File: src/rtl/axi_crossbar_addr_arb.sv
// -----------------------------------------------------------------------------
// axi_crossbar_addr_arb
//
// Address-channel arbiter for one master interface of an AXI crossbar.
// Collects decoded address requests from S_COUNT slave-side decoders, grants
// one of them (QoS-aware round-robin), drives the master address handshake,
// caps outstanding transactions at M_ISSUE, and keeps an in-order FIFO of
// granted sources so responses can be steered back to their requester.
//
// Optional feature macro: AXI_CROSSBAR_ARB_QOS_EN
//   defined   : highest s_req_qos among valid requesters wins, round-robin
//               only breaks ties.
//   undefined : s_req_qos is ignored, pure round-robin.
//
// Ports:
//   clk, rst_n        clock, asynchronous active-low reset
//   s_req_valid       per-requester request, held until its s_req_ready pulse
//   s_req_qos         per-requester AxQOS, field k at [k*4 +: 4]
//   s_req_ready       one-hot, one-cycle acceptance pulse
//   m_grant           one-hot current grant (address mux select)
//   m_grant_encoded   binary index of the current grant
//   m_grant_valid     grant held
//   m_axi_avalid      master address valid
//   m_axi_aready      master address ready
//   m_cpl_valid       one transaction completed (B beat or last R beat)
//   m_cpl_src         source index at the head of the outstanding FIFO
//   m_cpl_err         one-cycle pulse: completion with nothing outstanding
//   m_issue_count     current outstanding count
//   dbg_state         FSM state (0 = IDLE, 1 = ISSUE)
//
// Handshake semantics: m_axi_avalid rises with a registered grant and stays
// high with a stable grant until m_axi_aready is sampled high; the cycle after
// that, avalid/grant drop and s_req_ready pulses for the winner. A requester
// holds s_req_valid until it sees its s_req_ready pulse, then drops it. The
// pulse cycle itself is never used for arbitration, so a requester still
// showing valid in that cycle cannot be granted twice.
// -----------------------------------------------------------------------------
module axi_crossbar_addr_arb #(
  parameter int S_COUNT = 4,
  parameter int M_ISSUE = 4,
  localparam int CL_S_COUNT = (S_COUNT > 1) ? $clog2(S_COUNT) : 1,
  localparam int CNT_W = $clog2(M_ISSUE + 1)
) (
  input  logic                    clk,
  input  logic                    rst_n,
  input  logic [S_COUNT-1:0]      s_req_valid,
  input  logic [S_COUNT*4-1:0]    s_req_qos,
  output logic [S_COUNT-1:0]      s_req_ready,
  output logic [S_COUNT-1:0]      m_grant,
  output logic [CL_S_COUNT-1:0]   m_grant_encoded,
  output logic                    m_grant_valid,
  output logic                    m_axi_avalid,
  input  logic                    m_axi_aready,
  input  logic                    m_cpl_valid,
  output logic [CL_S_COUNT-1:0]   m_cpl_src,
  output logic                    m_cpl_err,
  output logic [CNT_W-1:0]        m_issue_count,
  output logic                    dbg_state
);

  localparam int PTR_W = (M_ISSUE > 1) ? $clog2(M_ISSUE) : 1;

  typedef enum logic {
    ST_IDLE  = 1'b0,
    ST_ISSUE = 1'b1
  } state_e;

  // ---------------------------------------------------------------------------
  // State
  // ---------------------------------------------------------------------------
  state_e                  state_q, state_d;
  logic [S_COUNT-1:0]      s_req_ready_q, s_req_ready_d;
  logic [S_COUNT-1:0]      m_grant_q, m_grant_d;
  logic [CL_S_COUNT-1:0]   m_grant_encoded_q, m_grant_encoded_d;
  logic                    m_grant_valid_q, m_grant_valid_d;
  logic                    m_axi_avalid_q, m_axi_avalid_d;
  logic                    m_cpl_err_q, m_cpl_err_d;
  logic [CNT_W-1:0]        issue_count_q, issue_count_d;
  logic [CL_S_COUNT-1:0]   rr_ptr_q, rr_ptr_d;
  logic [PTR_W-1:0]        wr_ptr_q, wr_ptr_d;
  logic [PTR_W-1:0]        rd_ptr_q, rd_ptr_d;
  logic [CL_S_COUNT-1:0]   fifo_q [M_ISSUE];

  // ---------------------------------------------------------------------------
  // Candidate selection
  // ---------------------------------------------------------------------------
  logic [S_COUNT-1:0] cand;

`ifdef AXI_CROSSBAR_ARB_QOS_EN
  logic [3:0] max_qos;

  // Only requesters carrying the highest QoS among the valid set compete.
  always_comb begin
    max_qos = 4'd0;
    for (int i = 0; i < S_COUNT; i++) begin
      if (s_req_valid[i] && (s_req_qos[i*4 +: 4] > max_qos)) begin
        max_qos = s_req_qos[i*4 +: 4];
      end
    end
    cand = '0;
    for (int i = 0; i < S_COUNT; i++) begin
      cand[i] = s_req_valid[i] && (s_req_qos[i*4 +: 4] == max_qos);
    end
  end
`else
  logic unused_qos;

  assign unused_qos = ^s_req_qos;

  always_comb begin
    cand = s_req_valid;
  end
`endif

  // ---------------------------------------------------------------------------
  // Round-robin pick: first candidate at or after rr_ptr, wrapping.
  // ---------------------------------------------------------------------------
  logic [CL_S_COUNT-1:0] win_idx;
  logic                  win_found;

  always_comb begin
    int idx;
    win_idx   = '0;
    win_found = 1'b0;
    idx       = 0;
    for (int i = 0; i < S_COUNT; i++) begin
      idx = int'(rr_ptr_q) + i;
      if (idx >= S_COUNT) begin
        idx = idx - S_COUNT;
      end
      if (!win_found && cand[CL_S_COUNT'(idx)]) begin
        win_found = 1'b1;
        win_idx   = CL_S_COUNT'(idx);
      end
    end
  end

  // ---------------------------------------------------------------------------
  // Next-state logic
  // ---------------------------------------------------------------------------
  logic grant_ok;
  logic push;
  logic pop;

  always_comb begin
    state_d           = state_q;
    s_req_ready_d     = '0;
    m_grant_d         = m_grant_q;
    m_grant_encoded_d = m_grant_encoded_q;
    m_grant_valid_d   = m_grant_valid_q;
    m_axi_avalid_d    = m_axi_avalid_q;
    rr_ptr_d          = rr_ptr_q;
    push              = 1'b0;

    // A completion arriving while the FIFO is full frees a slot in the same
    // cycle, so admission may proceed at the limit.
    grant_ok = (state_q == ST_IDLE) && (s_req_ready_q == '0) && win_found &&
               ((issue_count_q < CNT_W'(M_ISSUE)) ||
                (m_cpl_valid && (issue_count_q == CNT_W'(M_ISSUE))));

    pop         = m_cpl_valid && (issue_count_q != '0);
    m_cpl_err_d = m_cpl_valid && (issue_count_q == '0);

    case (state_q)
      ST_IDLE: begin
        if (grant_ok) begin
          state_d           = ST_ISSUE;
          m_grant_d         = S_COUNT'(1) << win_idx;
          m_grant_encoded_d = win_idx;
          m_grant_valid_d   = 1'b1;
          m_axi_avalid_d    = 1'b1;
          rr_ptr_d          = (win_idx == CL_S_COUNT'(S_COUNT - 1)) ? '0 : win_idx + 1'b1;
          push              = 1'b1;
        end
      end
      ST_ISSUE: begin
        if (m_axi_aready) begin
          state_d         = ST_IDLE;
          m_axi_avalid_d  = 1'b0;
          m_grant_valid_d = 1'b0;
          m_grant_d       = '0;
          s_req_ready_d   = m_grant_q;
        end
      end
      default: begin
        state_d = ST_IDLE;
      end
    endcase

    issue_count_d = issue_count_q + CNT_W'(push) - CNT_W'(pop);

    wr_ptr_d = wr_ptr_q;
    if (push) begin
      wr_ptr_d = (wr_ptr_q == PTR_W'(M_ISSUE - 1)) ? '0 : wr_ptr_q + 1'b1;
    end
    rd_ptr_d = rd_ptr_q;
    if (pop) begin
      rd_ptr_d = (rd_ptr_q == PTR_W'(M_ISSUE - 1)) ? '0 : rd_ptr_q + 1'b1;
    end
  end

  // ---------------------------------------------------------------------------
  // Registers
  // ---------------------------------------------------------------------------
  always_ff @(posedge clk or negedge rst_n) begin
    if (!rst_n) begin
      state_q           <= ST_IDLE;
      s_req_ready_q     <= '0;
      m_grant_q         <= '0;
      m_grant_encoded_q <= '0;
      m_grant_valid_q   <= 1'b0;
      m_axi_avalid_q    <= 1'b0;
      m_cpl_err_q       <= 1'b0;
      issue_count_q     <= '0;
      rr_ptr_q          <= '0;
      wr_ptr_q          <= '0;
      rd_ptr_q          <= '0;
      for (int i = 0; i < M_ISSUE; i++) begin
        fifo_q[i] <= '0;
      end
    end else begin
      state_q           <= state_d;
      s_req_ready_q     <= s_req_ready_d;
      m_grant_q         <= m_grant_d;
      m_grant_encoded_q <= m_grant_encoded_d;
      m_grant_valid_q   <= m_grant_valid_d;
      m_axi_avalid_q    <= m_axi_avalid_d;
      m_cpl_err_q       <= m_cpl_err_d;
      issue_count_q     <= issue_count_d;
      rr_ptr_q          <= rr_ptr_d;
      wr_ptr_q          <= wr_ptr_d;
      rd_ptr_q          <= rd_ptr_d;
      // When full with a same-cycle pop, wr_ptr equals rd_ptr: the head is
      // being retired this cycle, so overwriting its slot is safe.
      if (push) begin
        fifo_q[wr_ptr_q] <= win_idx;
      end
    end
  end

  // ---------------------------------------------------------------------------
  // Outputs
  // ---------------------------------------------------------------------------
  assign s_req_ready     = s_req_ready_q;
  assign m_grant         = m_grant_q;
  assign m_grant_encoded = m_grant_encoded_q;
  assign m_grant_valid   = m_grant_valid_q;
  assign m_axi_avalid    = m_axi_avalid_q;
  assign m_cpl_err       = m_cpl_err_q;
  assign m_issue_count   = issue_count_q;
  assign m_cpl_src       = (issue_count_q != '0) ? fifo_q[rd_ptr_q] : '0;
  assign dbg_state       = (state_q == ST_ISSUE);

endmodule
File: config.mk
export PLATFORM = sky130hd
export DESIGN_NAME = axi_crossbar_addr_arb
export DESIGN_NICKNAME = d
export VERILOG_FILES = /design/src/rtl/axi_crossbar_addr_arb.sv
export SDC_FILE = /design/constraint.sdc
export NUM_CORES = 1
export LEC_CHECK = 0
export BUFFER_PORTS_ARGS = -buffer_cell sky130_fd_sc_hd__buf_2
export CAP_MARGIN = 30
export CELL_PAD_IN_SITES_DETAIL_PLACEMENT = 1
export CELL_PAD_IN_SITES_GLOBAL_PLACEMENT = 1
export CORE_UTILIZATION = 45
export CTS_BUF_LIST = sky130_fd_sc_hd__clkbuf_4 sky130_fd_sc_hd__clkbuf_8
export DETAILED_ROUTE_END_ITERATION = 12
export PLACE_DENSITY = 0.91
export REMOVE_ABC_BUFFERS = 1
export SLEW_MARGIN = 5
export SYNTH_ARGS = -nofsm -noshare
export SYNTH_HDL_FRONTEND = slang
export SYNTH_SLANG_ARGS = --single-unit
File: constraint.sdc
create_clock -name clk -period 7.27 [get_ports clk]
set_input_delay 1.454 -clock clk [delete_from_list [all_inputs] [get_ports clk]]
set_output_delay 1.454 -clock clk [all_outputs]
set_load 0.1 [all_outputs]
-- Word-level counts from Yosys, hierarchy flattened
Cells that the tools add are included.
- bits in registers: 30
- bits of input ports: 24
- output and inout bits: 19
- word-level logic and storage cells: 113
- add/sub/neg operators: 12
- order comparisons: 12
- equal/unequal tests: 6
- shift operators: 1
- mux-type cells: 46
- bitwise logic cells: 3
- reduce and logical (&&, ||, !) cells: 19
- operators by type and width (kind ; number):
    $mux 2 ; 15
    $mux 1 ; 17
    $lt 2x4->1 const B ; 4
    $mux 4 ; 4
    $ge 3x3->1 const B ; 5
    $logic_and 1x1->1 ; 10
    $bmux 1 s2 ; 4
    $bwmux 8 ; 1
    $pmux 4 s2 ; 1
    $sub 2x1->2 const B ; 4
    $add 2x1->2 const B ; 3
    $add 2x2->3 const B ; 2
    $eq 2x2->1 const B ; 3
    $not 2->3 ; 2
    $bmux 2 s2 ; 1
    $demux 2 s2 ; 1
    $logic_not 4->1 ; 1
    $ne 2x2->1 const B ; 2
    $pmux 1 s2 ; 2
    $reduce_and 2->1 ; 2
    $shl 1x2->4 const A ; 1
    $add 2x1->3 const B ; 1
    $add 3x1->3 ; 1
    $eq 3x3->1 const B ; 1
    9 further kinds ; 11

-- Longest topological paths before layout
- depth after elaboration: 21
- gate-level depth with buffers: 9
- depth with buffers taken out: 8

-- Least setup slack after synthesis
Ideal clock, no wire load.
- path type: register -> output
- from: register issue_count_q[2], in the netlist m_issue_count[2]
- to: output port m_cpl_src[0]
- arrival: 2.560 ns
- data required time: 5.816 ns
- slack: 3.256 ns
- stages on the path, launching flop included: 3
- buffers on the path: 0
- cell sequence: dfrtp_1 > nor3_1 > nor2b_1
- word-level cells in the longest chain between the ends: 2
- RTL lines (element ; RTL line ; RTL):
    start, declared ; 78 ; logic [CNT_W-1:0] issue_count_q, issue_count_d;
    start signal, assigned ; 229 ; issue_count_q <= issue_count_d;
    $reduce_bool 3->1 ; 251 ; assign m_cpl_src = (issue_count_q != '0) ? fifo_q[rd_ptr_q] : '0;
    $mux 2 ; 251 ;
    end, declared ; 55 ; output logic [CL_S_COUNT-1:0] m_cpl_src,
Every way passes these cells.

-- Final worst setup path
- from: input port s_req_valid[1]
- to: register issue_count_q[2], in the netlist m_issue_count[2]
- word-level cells in the longest chain between the ends: 19
- elaborated cells between the ends (all ways): 28
- classes of those cells: add/sub: 2; mux: 18; reduce/logical: 8
- RTL lines (element ; RTL line ; RTL):
    start, declared ; 46 ; input logic [S_COUNT-1:0] s_req_valid,
    $bmux 1 s2 ; 131 ; if (!win_found && cand[CL_S_COUNT'(idx)]) begin
    $mux 1 (not written as such) (2 in series) ; 131 ;
    $mux 1 ; 131 ;
    $logic_not 1->1 ; 131 ;
    $logic_and 1x1->1 ; 131 ;
    $mux 1 ; 131 ;
    $logic_not 1->1 ; 131 ;
    $logic_and 1x1->1 ; 131 ;
    (+2 left out) ; -- ;
    $logic_and 1x1->1 ; 131 ;
    $mux 1 * ; 131 ;
    $logic_and 1x1->1 * (2 in series) ; 157 ; grant_ok = (state_q == ST_IDLE) && (s_req_ready_q == '0) && win_found &&
    $mux 1 * ; 166 ; if (grant_ok) begin
    $mux 1 * ; 164 ; case (state_q)
    $add 3x1->3 * ; 190 ; issue_count_d = issue_count_q + CNT_W'(push) - CNT_W'(pop);
    $sub 3x1->3 * ; 190 ;
    net issue_count_d[2] ; 78 ;
Mark *: on every way through the listed nets, which the timed path passes. The rest lies on a longest branch. The select of a mux whose other input is x is not followed.
A chain may end at the register's enable or synchronous reset.

==> summary.md <==
| Metric | Value |
|---|---|
| Average wire per standard cell | `approximately 17 um` |
| Initial Util | `0.493` |
| Core footprint | `3150 sq um` |
| Critical Path End Type | `register` |
| Multiplexer area fraction after synthesis | `0.135` |
| Synth Area in Compound Gates | `0.0708` |
| CTS tree | `built` |
| Clock transition at the registers of the reported paths | `approximately 0.090 ns` |
| Worst setup margin | `between 3 and 4 ns` |
| Min-Delay Path Class | `reg -> reg` |
| Ranking of synthesized cells by area | `dfrtp_1 (48%), ha_1 (8.8%), mux2_1 (6.5%)` |
| Worst-path maximum fanout | `12` |
| Ports | `43` |
| Via/cell ratio | `between 5 and 6` |
| Post-CTS sizing | `0` |
| Critical Path RT | `7.50 ns` |
| GP Congestion | `about 0.7` |
| Main combinational cell family by area after synthesis | `simple AND/OR/NAND/NOR gates` |
| CTS sink count | `30` |
| Clock Root Buffer | `clkbuf_4` |
| Height of the die | `~61 um` |
| First-pass GRT wire length | `~5.4 mm` |
| Adder-Cell Fraction of Synth Area | `0.101` |
| RR Startpoint | `m_issue_count[0]` |
| Final WL | `about 3.3 mm` |
| HP Start | `fifo_q[7]` |
| Largest area contributor in the netlist | `dfrtp_1` |
| Async SR Flop Fraction | `1.00` |
| Routed Antenna Nets | `0` |
| Post-synth top area share | `0.483` |
| Synth Area per Inst | `between 10 and 15 sq um` |
| Final Non-Filler Cells | `between 150 and 200` |
| H-tree depth | `2` |
| Status | `completed` |
| Synth Warn # | `0` |
| Mapped Area | `approximately 1600 sq um` |
| Via count | `roughly 1100` |
| Cell Rows | `20` |
| #FFs+latches synth | `30` |
| Arr. time, crit path | `around 4.1 ns` |
| ANT cells | `0` |
| Drt initial violations | `29` |
| Dpl cells | `190` |
| Max Cap Viol | `0` |
| CP Launch Point | `s_req_valid[1]` |
| Fmax | `approximately 260 MHz` |
| Final period utilization | `0.526` |
| Final Hold Fails | `0` |
| EDFF count, synth | `0` |
| Cell count after synthesis | `124` |
| Final setup TNS | `0 ns` |
| CTS hold repair buffers | `0` |
| Drt first pass iters | `4` |
| Slew Viols, Final | `0` |
| Slew margin rel. | `0.322` |
| CTS Buf Count | `5` |
| Crit path launch type | `input port` |
| Total die area | `3700 sq um` |
| Pre-CTS setup slack | `roughly 3.2 ns` |
| Worst slew pin tran | `between 1 and 1.5 ns` |
| Total global routing overflow | `0` |
| XOR/XNOR Fraction of Synth Area | `0.0113` |
| Layout cell share with drive strength beyond 1 | `0.325` |
| Post-DP HPWL | `~2.4 mm` |
| Unique masters post-synth | `35` |
| Die Wd | `~61 um` |
| Fin Clk Skew | `between 0.01 and 0.015 ns` |
| Aggregate global-route resource usage | `0.211` |
| Clk buf depth | `2` |
| Worst Path Class, Setup | `in -> reg` |
| Register area share after synthesis | `0.483` |
| RSZ-0062 raised after global routing | `no` |
| Clock Latency Late Sink | `roughly 0.35 ns` |
| Most frequent cells after synthesis | `dfrtp_1 (30), ha_1 (11), inv_1 (10)` |
| Nets | `about 190` |
| Area Growth Syn to Fin | `13.4%` |
| Maximum number of pins on one net before global-route repair | `31` |
| Initial antenna violation count | `0` |
| Final routed DRC violation total | `0` |
| # setup viols final | `0` |
| Top-count cell post-synth | `dfrtp_1` |
| Top FF cell, synth | `dfrtp_1` |
| Number of port buffers | `26` |
| Min Tclk post-route | `about 3.8 ns` |
| Vias in the first global route | `roughly 1100` |
| Simple-gate area share of the yosys netlist | `0.148` |
| Setup repair bufs after CTS | `0` |
[layout by cell type (no fill, tap or decap)]
cell        n
nand2b_1    4
dfrtp_1    30
nand2_1     3
buf_2      26
o2bb2ai_1   1
mux2_1      9
mux2_2      3
a31oi_1     1
nand2_2     1
and2_1      1
xnor2_1     1
o22ai_1     1
fa_1        1
a221oi_2    1
nand3_1     1
a31o_1      4
nor3_1      2
nor2_1      4
a21oi_1     5
and3_2      3
o21ai_0     1
nor4_4      1
a211o_1     1
mux4_2      2
clkbuf_4    6
mux2_4      2
nand3_2     3
clkbuf_8    1
inv_1      10
nand3b_1    1
nor4_1      1
xor2_1      1
nor2b_1     4
and3_1      5
clkinv_2    1
ha_1       11
nor3b_1     1
[worst paths after layout]
check / endpoint / slack [ns] / cells past startpoint
worst max-delay path: m_issue_count[2] / 3.45 / 9
worst min-delay path: fifo_q[7] / 0.51 / 1
worst max register to register: m_issue_count[2] / 4.15 / 8
worst min register to register: fifo_q[7] / 0.51 / 1
max in group asynchronous: m_grant_encoded[1] / 5.70 / 1
min in group asynchronous: dbg_state / 1.12 / 1
[worst max-delay path, cell delays in order]
cell and delay (ns):
buf_2 0.13, nor4_1 0.09, a21oi_1 0.79, nand2_2 0.43, ha_1 0.43, inv_1 0.04
ha_1 0.19, fa_1 0.38, xnor2_1 0.13
[layer usage]
layer	track usage	vias to the layer above	share of wire
met5	0	-	0
met4	0.0779	0	0.0094
met3	0.0512	4	0.045
met2	0.377	24	0.53
met1	0.244	561	0.42
li1	-	495	-
[cells by family after synthesis]
group / after synthesis
multiplexers: 16
adder cells (fa/ha/maj): 12
XOR/XNOR: 2
flip-flops: 30
AO/OA/AOI/OAI: 15
AND/OR/NAND/NOR: 35
buffers and inverters: 14
[state kept, by name (all words and copies together) (netlist names), 2 cells and up]
| signal | flops |
|---|---|
| wr_ptr_q | 2 |
| rr_ptr_q | 2 |
| m_issue_count | 3 |
| s_req_ready | 4 |
| rd_ptr_q | 2 |
| m_grant | 4 |
| fifo_q | 8 |
| m_grant_encoded | 2 |
[final cells by class]
cell class                      instances  area, sq um
Fill cell                             349         1390
Sequential cell                        30          751
Multi-Input combinational cell         80          726
Timing Repair Buffer                   26          130
Clock buffer                            7         58.8
Tap cell                               44         55.1
Inverter                               10         37.5
Clock inverter                          1         5.00
[per-stage QoR]
stage	hold WS, ns	utilization	area, sq um
final	0.505	0.559	1760
after CTS	0.508	0.559	1760
after global routing	0.517	0.559	1760
after detailed placement	0.486	0.539	1700
after global placement	0.472	0.539	1700
after floorplan	0.459	-	1510
Power is left out: the tool's default activity adds up to more than one toggle a clock period on the data nets, which glitch-free logic cannot reach.
